`src/rtl/disp_src_arbiter.sv`:
```
`default_nettype none
// +----------------------------------------------------------------------------+
// | disp_src_arbiter: round-robin 2:1 source arbiter feeding a registered,      |
// | valid/ready display word with a post-transfer hold interval.                |
// | Revision: 1.0                                                               |
// +----------------------------------------------------------------------------+
module disp_src_arbiter #(
  parameter int W           = 64,
  parameter int HOLD_CYCLES = 4
) (
  input  logic         clk,
  input  logic         rst_n,
  input  logic         req_a,
  input  logic [W-1:0] dat_a,
  input  logic         req_b,
  input  logic [W-1:0] dat_b,
  output logic         gnt_a,
  output logic         gnt_b,
  output logic         sel,
  output logic [W-1:0] out_data,
  output logic         out_valid,
  input  logic         out_ready
);

  localparam int CNT_W = (HOLD_CYCLES > 0) ? $clog2(HOLD_CYCLES + 1) : 1;
  localparam logic [CNT_W-1:0] C_HOLD_LOAD = CNT_W'(HOLD_CYCLES);
  localparam logic [CNT_W-1:0] C_CNT_ONE   = CNT_W'(1);
  localparam logic [CNT_W-1:0] C_CNT_ZERO  = '0;

  typedef enum logic [1:0] {
    ST_IDLE = 2'd0,
    ST_SEND = 2'd1,
    ST_HOLD = 2'd2
  } state_t;

  state_t           r_state;
  state_t           w_state_nxt;
  logic [CNT_W-1:0] r_cnt;
  logic [CNT_W-1:0] w_cnt_nxt;
  logic             r_last_a;
  logic             w_last_a_nxt;
  logic             r_gnt_a;
  logic             w_gnt_a_nxt;
  logic             r_gnt_b;
  logic             w_gnt_b_nxt;
  logic             r_sel;
  logic             w_sel_nxt;
  logic [W-1:0]     r_data;
  logic [W-1:0]     w_data_nxt;
  logic             r_valid;
  logic             w_valid_nxt;
  logic             w_pick_a;
  logic             w_pick_b;

  // On a tie the source that did not win last time gets the output.
  assign w_pick_a = req_a & (~req_b | ~r_last_a);
  assign w_pick_b = req_b & (~req_a |  r_last_a);

  always_ff @(posedge clk or negedge rst_n) begin
    if (!rst_n) begin
      r_state  <= ST_IDLE;
      r_cnt    <= C_CNT_ZERO;
      r_last_a <= 1'b0;
      r_gnt_a  <= 1'b0;
      r_gnt_b  <= 1'b0;
      r_sel    <= 1'b0;
      r_data   <= '0;
      r_valid  <= 1'b0;
    end else begin
      r_state  <= w_state_nxt;
      r_cnt    <= w_cnt_nxt;
      r_last_a <= w_last_a_nxt;
      r_gnt_a  <= w_gnt_a_nxt;
      r_gnt_b  <= w_gnt_b_nxt;
      r_sel    <= w_sel_nxt;
      r_data   <= w_data_nxt;
      r_valid  <= w_valid_nxt;
    end
  end

  always_comb begin
    w_state_nxt  = r_state;
    w_cnt_nxt    = r_cnt;
    w_last_a_nxt = r_last_a;
    w_gnt_a_nxt  = 1'b0;
    w_gnt_b_nxt  = 1'b0;
    w_sel_nxt    = r_sel;
    w_data_nxt   = r_data;
    w_valid_nxt  = r_valid;

    case (r_state)
      ST_IDLE: begin
        if (w_pick_a) begin
          w_gnt_a_nxt  = 1'b1;
          w_sel_nxt    = 1'b1;
          w_data_nxt   = dat_a;
          w_valid_nxt  = 1'b1;
          w_last_a_nxt = 1'b1;
          w_state_nxt  = ST_SEND;
        end else if (w_pick_b) begin
          w_gnt_b_nxt  = 1'b1;
          w_sel_nxt    = 1'b0;
          w_data_nxt   = dat_b;
          w_valid_nxt  = 1'b1;
          w_last_a_nxt = 1'b0;
          w_state_nxt  = ST_SEND;
        end
      end

      ST_SEND: begin
        if (r_valid && out_ready) begin
          w_valid_nxt = 1'b0;
          if (HOLD_CYCLES > 0) begin
            w_cnt_nxt   = C_HOLD_LOAD;
            w_state_nxt = ST_HOLD;
          end else begin
            w_state_nxt = ST_IDLE;
          end
        end
      end

      ST_HOLD: begin
        // Requests are deliberately not sampled until the interval expires.
        if (r_cnt <= C_CNT_ONE) begin
          w_cnt_nxt   = C_CNT_ZERO;
          w_state_nxt = ST_IDLE;
        end else begin
          w_cnt_nxt = r_cnt - C_CNT_ONE;
        end
      end

      default: begin
        w_state_nxt = ST_IDLE;
        w_cnt_nxt   = C_CNT_ZERO;
        w_valid_nxt = 1'b0;
      end
    endcase
  end

  assign gnt_a     = r_gnt_a;
  assign gnt_b     = r_gnt_b;
  assign sel       = r_sel;
  assign out_data  = r_data;
  assign out_valid = r_valid;

endmodule
`default_nettype wire

```
`config.mk`:
```
export PLATFORM = sky130hd
export DESIGN_NAME = disp_src_arbiter
export DESIGN_NICKNAME = d
export VERILOG_FILES = /design/src/rtl/disp_src_arbiter.sv
export SDC_FILE = /design/constraint.sdc
export NUM_CORES = 1
export LEC_CHECK = 0
export ABC_AREA = 1
export CORE_MARGIN = 5
export CORE_UTILIZATION = 42
export DETAILED_ROUTE_END_ITERATION = 10
export HOLD_SLACK_MARGIN = 0.02
export MAX_ROUTING_LAYER = met4
export PLACE_DENSITY = 0.94
export SYNTH_ARGS = -nofsm -noshare
export SYNTH_HDL_FRONTEND = slang
export SYNTH_SLANG_ARGS = --single-unit
export TNS_END_PERCENT = 30
```
`constraint.sdc`:
```
create_clock -name clk -period 3.4 [get_ports clk]
set_clock_uncertainty 0.1 [all_clocks]
set_input_delay 0.68 -clock clk [delete_from_list [all_inputs] [get_ports clk]]
set_output_delay 0.68 -clock clk [all_outputs]
set_load 0.01 [all_outputs]
```
# --- After elaboration in Yosys (flattened, before gate mapping) ---
# Index checks and enable logic that the tools add are counted.
word_totals:
  ff_bits: 73
  in_bits: 133
op_classes:
  n_reduce_logical: 7
  addsub: 1
  order_cmp: 1
  muxes: 21
  n_eq_ne: 5
  n_bitwise: 9
op_table:
  columns: ["operator", "count"]
  rows:
  - ["64-bit two-way mux", 2]
  - ["1-bit two-way mux", 10]
  - ["3-bit one-hot mux with 3 select lines", 1]
  - ["2-bit two-way mux", 4]
  - ["3-bit two-way mux", 2]
  - ["2-bit one-hot mux with 3 select lines", 1]
  - ["3-bit AND reduction", 2]
  - ["1-bit NOT", 5]
  - ["2-bit inequality test, second input constant", 2]
  - ["2-bit AND reduction", 2]
  - ["3-bit by 1-bit <= comparator with 1-bit output, second input constant", 1]
  - ["3-bit inequality test, second input constant", 1]
  - ["1-bit one-hot mux with 3 select lines", 1]
  - ["3-bit by 1-bit subtractor with 3-bit output, second input constant", 1]
  - ["1-bit AND", 2]
  - ["2-bit by 1-bit equality test with 1-bit output, second input constant", 1]
  - ["2-bit equality test, second input constant", 1]
  - ["2-bit zero test", 1]
  - ["1-bit OR", 2]
  - ["2-bit nonzero test", 1]
  - ["1-bit logical AND", 1]

# --- Longest topological paths before layout ---
logic_depth:
  depth_word: 6
  mapped_depth: 8

# --- Worst setup path after synthesis ---
# No wires, ideal clock.
synth_path:
  kind: "input to register"
  from: "input req_b"
  to: "register r_data[62] (netlist: out_data[62])"
  setup_slack_ns: 1.844
  n_path_buf: 2
  path_stages: 7
  arrival_time_ns: 1.392
  setup_ns: 0.064
  cell_sequence: "nand2_1 > nand2_1 > buf_2 > buf_2 > nand2_1 > nand3_1 > o21a_1"
synth_between:
  elab_chain_len: 5
  word_cells_on_any_way: 7
  cone_classes: "mux: 1; bitwise: 4; reduce/logical: 2"
synth_lines:
  columns: ["item", "line_no", "text"]
  rows:
  - ["start: declaration", "15", "input logic req_b,"]
  - ["1-bit NOT", "56", "assign w_pick_a = req_a & (~req_b | ~r_last_a);"]
  - ["1-bit OR", "56", null]
  - ["1-bit AND", "56", null]
  - ["2-bit nonzero test (no source line)", null, null]
  - ["2-bit AND reduction (no source line)", null, null]
  - ["end signal: assignment", "76", "r_data <= w_data_nxt;"]
  - ["end: declaration", "48", "logic [W-1:0] r_data;"]
# Parallel ways exist; a longest one is shown, timed or not.
# A chain may end at the register's enable or synchronous reset.

# --- Worst setup path after layout ---
layout_path:
  from: "input req_b"
  to: "register r_data[54] (netlist: out_data[54])"
# The elaborated chain is that of the path after synthesis.

==> results.sh <==
export IMPL_crit_reg2reg_launch="r_state[1]"
export IMPL_outcome="complete, no violations"
export IMPL_die_area_mm2=0.01068
export IMPL_postSynthAreaPerCell_um2=8.696
export IMPL_start_util=0.4260
export IMPL_drt_pass1_iterations=4
export IMPL_drt_wirelength_per_cell_um=16.28
export IMPL_post_dp_cell_area_mm2=0.005677
export IMPL_cts_tree="built"
export IMPL_cts_root_buf="clkbuf_8"
export IMPL_detail_route_antenna_nets=0
export IMPL_yosysWarnings=0
export IMPL_power_density_mw_per_mm2=784.3
export IMPL_routed_wl_mm=11.64
export IMPL_finalPower_mw=4.602
export IMPL_cts_buffers=9
export IMPL_worstSetupStartpoint="req_b"
export IMPL_cts_resized_gates=0
export IMPL_cp_max_fo=39
export IMPL_power_share_clock=0.138
export IMPL_slew_viol_final=0
export IMPL_stdcell_area_mm2=0.005867
export IMPL_worst_pin_slew_ns=0.8901
export IMPL_combPwrFrac=0.529
export IMPL_pwr_share_seq=0.334
export IMPL_rows=34
export IMPL_die_h_um=103.4
export IMPL_synth_cell_types=17
export IMPL_grt_pass1_vias=3868
export IMPL_portBuffers=200
export IMPL_critPathRequiredTime_ns=3.57
export IMPL_grt_setup_unrepaired="false"
export IMPL_cts_sinks=73
export IMPL_end_kind="register"
export IMPL_hold_buffers=0
export IMPL_final_cell_mix="clkdlybuf4s50_1 (198), nand3_1 (133), nand2_1 (87), dfrtp_1 (73), o21a_1 (64)"
export IMPL_slew_headroom=0.4066
export IMPL_post_route_period_util=0.6263
export IMPL_htreeDepth=3
export IMPL_whs_ns=0.3547
export IMPL_vias=3815
export IMPL_nets=740
export IMPL_insertion_delay_ns=0.34
export IMPL_synthesis_nets=559
export IMPL_yosysSeqAreaShare=0.4990
export IMPL_gr_total_overflow=0
export IMPL_cts_setup_buffers=0
export IMPL_leakagePower_nw=2.411
export IMPL_clock_path_buffers=2
export IMPL_synthesis_instances=421
export IMPL_syn_area_mm2=0.003661
export IMPL_setup_viol=0
export IMPL_start_kind="input pin"
export IMPL_drive_above_1_share=0.04613
export IMPL_fin_util=0.6827
export IMPL_clk_pin_slew_worst_paths_ns=0.08
export IMPL_switching_share=0.3685
export IMPL_crit_type="in -> reg"
export IMPL_gr_usage_all_layers=0.2220
export IMPL_fin_crit_ns=2.129
export IMPL_antenna_found_initial=0
export IMPL_drc=0
export IMPL_first_iter_violations=108
export IMPL_gp_congestion=0.8216
export IMPL_internal_power_mw=2.906
export IMPL_die_w_um=103.4
export IMPL_n_antenna_cell=0
export IMPL_core_mm2=0.008593
export IMPL_cp_arrival_ns=2.30
export IMPL_grt_pass1_wl_mm=18.20
export IMPL_multi_input_area_mm2=0.001613
export IMPL_dp_hpwl_mm=8.491
export IMPL_areaGrowthSynthToFinish_pct=60.25
export IMPL_io_pins=201
export IMPL_hold_violations=0
export IMPL_grt_max_degree=130
export IMPL_rrSetupSlack_ns=1.36
export IMPL_vdd_drop_max_uv=1153
export IMPL_layout_commonest_cell="clkdlybuf4s50_1"
export IMPL_max_freq_mhz=469.6
export IMPL_fill_cells=687
export IMPL_viasPerCell=5.336
export IMPL_hp_class="in -> async"
export IMPL_max_cap_violations=0
export IMPL_register_area_mm2=0.001827
export IMPL_finalSetupTns_ns=0
export IMPL_synth_seq_cells=73
export IMPL_switching_power_mw=1.696
==> per-layer routing <==
layer | GRT usage | share of wire | up-vias
met5 | - | 0 | -
met2 | 0.3814 | 0.53 | 148
li1 | - | - | 1805
met3 | 0.04762 | 0.076 | 27
met1 | 0.2569 | 0.37 | 1835
met4 | 0.07570 | 0.025 | 0
==> metrics by stage <==
step | cells | setup slack (ns)
2_1_floorplan | 421 | 1.844
3_3_place_gp | 699 | 1.005
6_report | 715 | 1.271
3_5_place_dp | 699 | 0.9254
5_1_grt | 715 | 1.168
4_1_cts | 715 | 1.278
==> state kept, by name (all words and copies together), names as in the netlist <==
| signal | count |
|---|---|
| gnt_a | 1 |
| gnt_b | 1 |
| out_data | 64 |
| sel | 1 |
| r_state | 2 |
| out_valid | 1 |
| r_cnt | 3 |
==> cell usage after synthesis (all sizes together) <==
| master | instances | share of area |
|---|---|---|
| o21a | 64 | 0.13 |
| nand2 | 89 | 0.091 |
| dfrtp | 73 | 0.50 |
| nand3 | 133 | 0.18 |
| xor2 | 1 | 0.0024 |
| a21oi | 1 | 0.0024 |
| clkbuf | 3 | 0.0031 |
| nor2 | 4 | 0.0041 |
| a211oi | 1 | 0.0021 |
| buf | 32 | 0.049 |
| nand4 | 1 | 0.0017 |
| ha | 5 | 0.017 |
| inv | 12 | 0.012 |
| o21ai | 1 | 0.0014 |
| o22ai | 1 | 0.0017 |
==> power groups by stage <==
stage	clock network [mW]	registers [mW]	logic, mW
global placement	0	1.52	2.35
floorplan	0	1.72	1.05
global route	0.690	1.58	2.64
detailed placement	0	1.55	2.45
finish	0.635	1.53	2.43
CTS	0.652	1.53	2.46
==> worst max-delay path: stages <==
cell	delay, ns
clkdlybuf4s50_1	0.50
nand2_2	0.07
nand2_2	0.44
buf_12	0.28
nand2_1	0.08
nand3_1	0.10
o21a_1	0.13
==> cells by family (layout without fill, tap and decap cells) <==
logic type / after synthesis / count (layout) / synth area share
AND/OR/NAND/NOR: 227 / 227 / 0.2789
adder cells (fa/ha/maj): 5 / 5 / 0.01709
XOR/XNOR: 1 / 1 / 0.002393
buffers and inverters: 47 / 233 / 0.06391
flip-flops: 73 / 73 / 0.4990
AO/OA/AOI/OAI: 68 / 68 / 0.1388
==> layout make-up <==
class / instances / share of cell area
clock inverters: 5 / 0.006611
clock buffers: 11 / 0.02581
well taps: 108 / 0.02303
repair buffers: 205 / 0.3506
flip-flops and latches: 73 / 0.3114
multi-input cells: 301 / 0.2749
inverters: 12 / 0.007678
==> worst paths after layout <==
path | to | cells past startpoint
worst max register to register | out_data[50] | 7
worst min-delay path | out_data[29] | 1
worst max-delay path | out_data[54] | 7
max in group asynchronous | out_data[52] | 1
worst min register to register | out_data[51] | 1
min in group clk | out_data[51] | 1
No activity file was read; power rests on OpenSTA's default activity.
